### src/rtl/signal_generator_multi.sv
// Phase-accumulator tone source: triangle / sawtooth / pulse (and sine when
// SIGGEN_SINE_EN is defined), settings applied only at period boundaries.
module signal_generator_multi #(
  parameter int unsigned SAMPLE_RATE = 32000,
  parameter int unsigned FREQ_W      = 14,
  parameter int unsigned OUT_W       = 8,
  parameter int unsigned IDX_W       = 7
) (
  input  logic              CLK_32KHz,
  input  logic              reset,
  input  logic              enable,
  input  logic [1:0]        waveSelect,
  input  logic [FREQ_W-1:0] inputFrequency,
  input  logic [IDX_W-1:0]  dutyCycle,
  input  logic [7:0]        amplitude,
  output logic [OUT_W-1:0]  outputSample,
  output logic              sampleValid,
  output logic              indexZero
);

  localparam int unsigned PH_W = $clog2(SAMPLE_RATE + 2**FREQ_W);
  localparam int unsigned N    = 2**IDX_W;
  localparam int unsigned NYQ  = SAMPLE_RATE / 2;
  localparam int unsigned XW   = PH_W + IDX_W;
  localparam int unsigned TW   = IDX_W + OUT_W + 1;
  localparam int unsigned PW   = OUT_W + 8;

  typedef enum logic {IDLE, RUN} state_t;
  state_t state, state_nxt;
  logic   start;

  logic [FREQ_W-1:0] sh_freq;
  logic [1:0]        sh_wave;
  logic [IDX_W-1:0]  sh_duty;
  logic [7:0]        sh_amp;
  logic [PH_W-1:0]   sh_freq_cl;

  logic [PH_W-1:0]   act_freq;
  logic [1:0]        act_wave;
  logic [IDX_W-1:0]  act_duty;
  logic [7:0]        act_amp;

  logic [PH_W-1:0]   eff_freq;
  logic [1:0]        eff_wave;
  logic [IDX_W-1:0]  eff_duty;
  logic [7:0]        eff_amp;

  logic [PH_W-1:0]   phase, sum;
  logic              wrap, wrapped;
  logic [XW-1:0]     ph_x;
  logic [IDX_W-1:0]  idx;
  logic [OUT_W-1:0]  tri_raw, raw;

  logic [OUT_W-1:0]  raw1;
  logic [7:0]        amp1;
  logic              v1, z1;
  logic [PW-1:0]     prod;

`ifdef SIGGEN_SINE_EN
  typedef logic [OUT_W-1:0] rom_t [N];

  function automatic rom_t gen_sine();
    rom_t r;
    real  half;
    half = real'(2**OUT_W - 1) / 2.0;
    for (int unsigned i = 0; i < N; i++)
      r[i] = OUT_W'($rtoi(half + half * $sin(2.0 * 3.14159265358979 * real'(i) / real'(N)) + 0.5));
    return r;
  endfunction

  localparam rom_t SINE_ROM = gen_sine();
`endif

  always_ff @(posedge CLK_32KHz) begin
    if (reset) state <= IDLE;
    else       state <= state_nxt;
  end

  always_comb begin
    state_nxt = state;
    start     = 1'b0;
    case (state)
      IDLE: if (enable) begin
        state_nxt = RUN;
        start     = 1'b1;
      end
      RUN:  if (!enable) state_nxt = IDLE;
      default: state_nxt = IDLE;
    endcase
  end

  assign sh_freq_cl = (PH_W'(sh_freq) > PH_W'(NYQ)) ? PH_W'(NYQ) : PH_W'(sh_freq);

  // On the idle->run cycle the active set is still stale, so use the shadow directly.
  assign eff_freq = start ? sh_freq_cl : act_freq;
  assign eff_wave = start ? sh_wave    : act_wave;
  assign eff_duty = start ? sh_duty    : act_duty;
  assign eff_amp  = start ? sh_amp     : act_amp;

  assign sum  = phase + eff_freq;
  assign wrap = (sum >= PH_W'(SAMPLE_RATE));
  assign ph_x = XW'(phase) << IDX_W;
  assign idx  = IDX_W'(ph_x / XW'(SAMPLE_RATE));

  always_comb begin
    tri_raw = '0;
    if (idx < IDX_W'(N / 2))
      tri_raw = OUT_W'((TW'(idx) << (OUT_W + 1)) >> IDX_W);
    else if (idx == IDX_W'(N / 2))
      tri_raw = '1;
    else
      tri_raw = OUT_W'(((TW'(N) - TW'(idx)) << (OUT_W + 1)) >> IDX_W);
  end

  always_comb begin
    raw = tri_raw;
    case (eff_wave)
      2'd1: raw = OUT_W'((TW'(idx) << OUT_W) >> IDX_W);
      2'd2: raw = (idx < eff_duty) ? '1 : '0;
`ifdef SIGGEN_SINE_EN
      2'd3: raw = SINE_ROM[idx];
`endif
      default: raw = tri_raw;
    endcase
  end

  assign prod = PW'(raw1) * PW'({1'b0, amp1} + 9'd1);

  always_ff @(posedge CLK_32KHz) begin
    sh_freq <= inputFrequency;
    sh_wave <= waveSelect;
    sh_duty <= dutyCycle;
    sh_amp  <= amplitude;
    if (reset) begin
      phase        <= '0;
      wrapped      <= 1'b0;
      act_freq     <= '0;
      act_wave     <= '0;
      act_duty     <= '0;
      act_amp      <= '0;
      raw1         <= '0;
      amp1         <= '0;
      v1           <= 1'b0;
      z1           <= 1'b0;
      outputSample <= '0;
      sampleValid  <= 1'b0;
      indexZero    <= 1'b0;
    end else begin
      if (enable) begin
        phase   <= wrap ? PH_W'(sum - PH_W'(SAMPLE_RATE)) : sum;
        wrapped <= wrap;
        if (start || wrap) begin
          act_freq <= sh_freq_cl;
          act_wave <= sh_wave;
          act_duty <= sh_duty;
          act_amp  <= sh_amp;
        end
        raw1 <= raw;
        amp1 <= eff_amp;
        v1   <= 1'b1;
        z1   <= start | wrapped;
      end else begin
        phase   <= '0;
        wrapped <= 1'b0;
        raw1    <= '0;
        amp1    <= '0;
        v1      <= 1'b0;
        z1      <= 1'b0;
      end
      outputSample <= OUT_W'(prod >> 8);
      sampleValid  <= v1;
      indexZero    <= z1;
    end
  end

endmodule

### config.mk
export PLATFORM = sky130hd
export DESIGN_NAME = signal_generator_multi
export DESIGN_NICKNAME = d
export VERILOG_FILES = /design/src/rtl/signal_generator_multi.sv
export SDC_FILE = /design/constraint.sdc
export NUM_CORES = 1
export LEC_CHECK = 0
export ABC_CLOCK_PERIOD_IN_PS = 6950
export CORE_MARGIN = 2
export CORE_UTILIZATION = 44
export CTS_CLUSTER_DIAMETER = 30
export DETAILED_ROUTE_END_ITERATION = 6
export GPL_TIMING_DRIVEN = 0
export SYNTH_ARGS = -nofsm -noshare
export SYNTH_HDL_FRONTEND = slang
export SYNTH_SLANG_ARGS = --single-unit
### constraint.sdc
create_clock -name CLK_32KHz -period 6.95 [get_ports CLK_32KHz]
set_clock_uncertainty 0.2 [all_clocks]
set_input_delay 0.695 -clock CLK_32KHz [delete_from_list [all_inputs] [get_ports CLK_32KHz]]
set_output_delay 0.695 -clock CLK_32KHz [all_outputs]
set_load 0.005 [all_outputs]
==> flow_metrics.py <==
metrics = {
    "place": {
        "gp_congestion": 0.861,
        "portBuffers": 42,
        "dp.cells": 1373,
        "dp_slack_ns": -0.867,
        "placed_cell_area_sq_um": 9530,
        "hpwl_um": 16500,
    },
    "job": {
        "maxCapViolations": 0,
    },
    "floorplanning": {
        "die_y_um": 145,
        "io_pins": 44,
        "die_x_um": 145,
        "coreArea_sq_um": 19500,
        "die_area_sq_um": 21100,
        "row_count": 51,
        "start_util_pct": 45.0,
    },
    "power": {
        "ir_drop_v": 0.000150,
        "power_density_nw_per_um2": 153,
        "p_leak_nw": 4.44,
        "power.total_mw": 1.68,
    },
    "yosys": {
        "synth_top_area_cell": "dfxtp_1",
        "synth-simple-area-share_pct": 22.0,
        "synthesis.area_sq_um": 8780,
        "synth_top_area_share_pct": 24.4,
        "syn_inst": 1066,
        "synth_ff_type": "dfxtp_1",
        "synth_edf_count": 0,
        "synth.distinct_cells": 96,
        "synth_top_family_by_area": "simple AND/OR/NAND/NOR gates",
        "synth_area_per_cell_sq_um": 8.23,
        "netlist_top_cells_area": "dfxtp_1, fa_1, ha_1, nand2_1, a21oi_1",
        "synth_xor_area_share_pct": 4.49,
        "yosys_warnings": 0,
        "syn_nets": 1199,
        "synth_compound_area_share_pct": 20.8,
        "ys_seq_area_share_pct": 24.4,
        "synthArstFlopShare_pct": 0,
        "muxShareOfSynthArea_pct": 3.92,
        "synthAdderAreaFrac_pct": 18.0,
        "synth_seq_cells": 107,
    },
    "detailed_routing": {
        "routed_wl_um": 22500,
        "routed-via-count": 7919,
        "via_per_inst": 5.50,
        "avgRoutedWirePerCell_um": 15.6,
        "drc_errors": 0,
        "drtIter0Drc": 428,
        "postRouteAntennaNets": 0,
        "dr.pass1.iters": 5,
    },
    "critical_path": {
        "endpoint_kind": "register",
        "reg2reg_to": "raw1[7]",
        "r2r-start": "phase[13]",
        "max_stage_delay_ns": 0.43,
        "crit_start": "phase[13]",
        "crit_type": "register to register",
        "cp_slowest_cell": "dfxtp_2",
        "cp.arrival_ns": 6.78,
        "reg2regPathDepth": 31,
        "reg2reg_slack_ns": 0.20,
        "required_ns": 6.98,
        "crit_family": "compound AO/OA/AOI/OAI gates",
        "path_max_fanout": 9,
        "cp_num_cells": 31,
        "critPathLaunchType": "register",
        "path_buf_inv": 5,
        "crit_end": "raw1[7]",
    },
    "layout": {
        "regArea_sq_um": 2150,
        "diodes": 0,
        "synthToLayoutAreaGrowth_pct": 25.2,
        "fillers": 1798,
        "final_common_cell": "nand2_1",
        "final_cell_mix": "nand2_1, dfxtp_1, inv_1",
        "fin_cells": 1441,
        "post-route-cell-area_sq_um": 11000,
        "drive_gt1_share_pct": 19.2,
        "nNetsFinal": 1304,
        "multiInputGateArea_sq_um": 6710,
    },
    "timing": {
        "hold_viol": 0,
        "finalSetupTns_ns": 0,
        "worst_pin_slew_ns": 0.877,
        "timing.final.ws_setup_ns": 0.203,
        "period_needed_ns": 6.75,
        "max_freq_mhz": 148,
        "relSlewSlack_pct": 41.1,
        "drv_slew": 0,
        "setup_viol": 0,
        "min_period_over_period_pct": 97.1,
    },
    "global_routing": {
        "grt_overflow": 0,
        "grt_use_total_pct": 20.4,
        "grt_pass1_vias": 7176,
        "grt_pass1_wl_um": 36100,
        "antenna_found_initial": 0,
        "grt_max_degree": 20,
    },
    "clock_network": {
        "cts_tree": "built",
        "htree_levels": 3,
        "clk_pin_slew_ns": 0.08,
        "clock_latency_ns": 0.35,
        "clockBufferDepth": 2,
        "root_buffer": "clkbuf_16",
        "cts_buffers": 9,
        "clkSinkCount": 107,
        "hold_buffers": 0,
    },
    "worst_hold_path": {
        "hold_path.class": "register to register",
    },
    "outcome": {
        "status": "complete, no violations",
    },
}
metrics by stage:
stage | utilization [%] | hold slack, ns
after global placement | 48.8 | 0.223
final | 56.3 | 0.244
after CTS | 52.0 | 0.251
after global routing | 56.3 | 0.269
after floorplan | - | 0.214
after detailed placement | 48.8 | 0.243
cells in the mapped netlist, types with 11 or more instances:
cell and count:
and2_1 43, mux2_2 11, fa_1 41, nand3_1 24, o21a_1 12, nand2_1 151, o21ai_0 41, nor2_1 47
a21oi_1 71, inv_1 78, clkbuf_1 35, nor3_1 27, xnor2_1 31, dfxtp_1 107, o21bai_1 13, or3_1 11
xor2_1 14, ha_1 58, buf_2 11, mux2i_1 22, nor2b_1 16
flip-flops by register name, summed over array words and instances, names as in the netlist:
name          cells
phase            16
act_freq         14
sh_freq          14
act_amp           8
amp1              8
outputSample      8
raw1              8
sh_amp            8
act_duty          7
sh_duty           7
act_wave          2
sh_wave           2
indexZero         1
sampleValid       1
v1                1
wrapped           1
z1                1
what timing repair did:
action,CTS,global route
pin swaps,15,46
buffers inserted,5,52
gates resized for setup,59,106
endpoints found under the hold margin,0,0
setup endpoints to repair,40,45
cloned,0,1
report_power, final:
| group | total, mW | internal [mW] | switching, mW |
|---|---|---|---|
| clock network | 0.531 | 0.287 | 0.244 |
| registers | 0.674 | 0.646 | 0.0284 |
| logic | 0.478 | 0.206 | 0.271 |
| total | 1.68 | 1.14 | 0.544 |
cell type report:
| class | count | area share (%) |
|---|---|---|
| Clock inverter | 6 | 0.695 |
| Buffer | 48 | 2.68 |
| Sequential cell | 107 | 19.6 |
| Tap cell | 265 | 3.02 |
| Multi-Input combinational cell | 823 | 61.0 |
| Timing Repair Buffer | 100 | 8.06 |
| Inverter | 82 | 2.87 |
| Clock buffer | 10 | 2.08 |
metal layers:
metal,vias up,GRT usage [%],wire length [um]
li1,3946,-,-
met1,3768,30.0,11000
met2,185,32.3,10300
met3,20,2.08,886
met4,0,4.51,298
met5,-,0,0
worst min-delay path by stage:
stage	startpoint	to	cells after the start
after floorplan	z1	indexZero	1
after global placement	z1	indexZero	1
after detailed placement	wrapped	z1	2
after CTS	wrapped	z1	2
after global routing	sh_amp[2]	act_amp[2]	2
final	wrapped	z1	2
cells by family after synthesis:
logic type	count (synthesis)
buffers and inverters	136
AO/OA/AOI/OAI	260
XOR/XNOR	45
multiplexers	33
adder cells (fa/ha/maj)	102
flip-flops	107
AND/OR/NAND/NOR	383
worst reg2reg max path: cells and delay by family (launching register included):
kind / cells / cell delay (ns)
xor+xnor: 1 / 0.19
fa+ha+maj: 2 / 0.37
mux: 1 / 0.20
compound gates: 12 / 2.39
buf+inv: 5 / 0.75
simple gates: 10 / 2.10
flops: 1 / 0.43
Power figures use the tool's default switching activity.
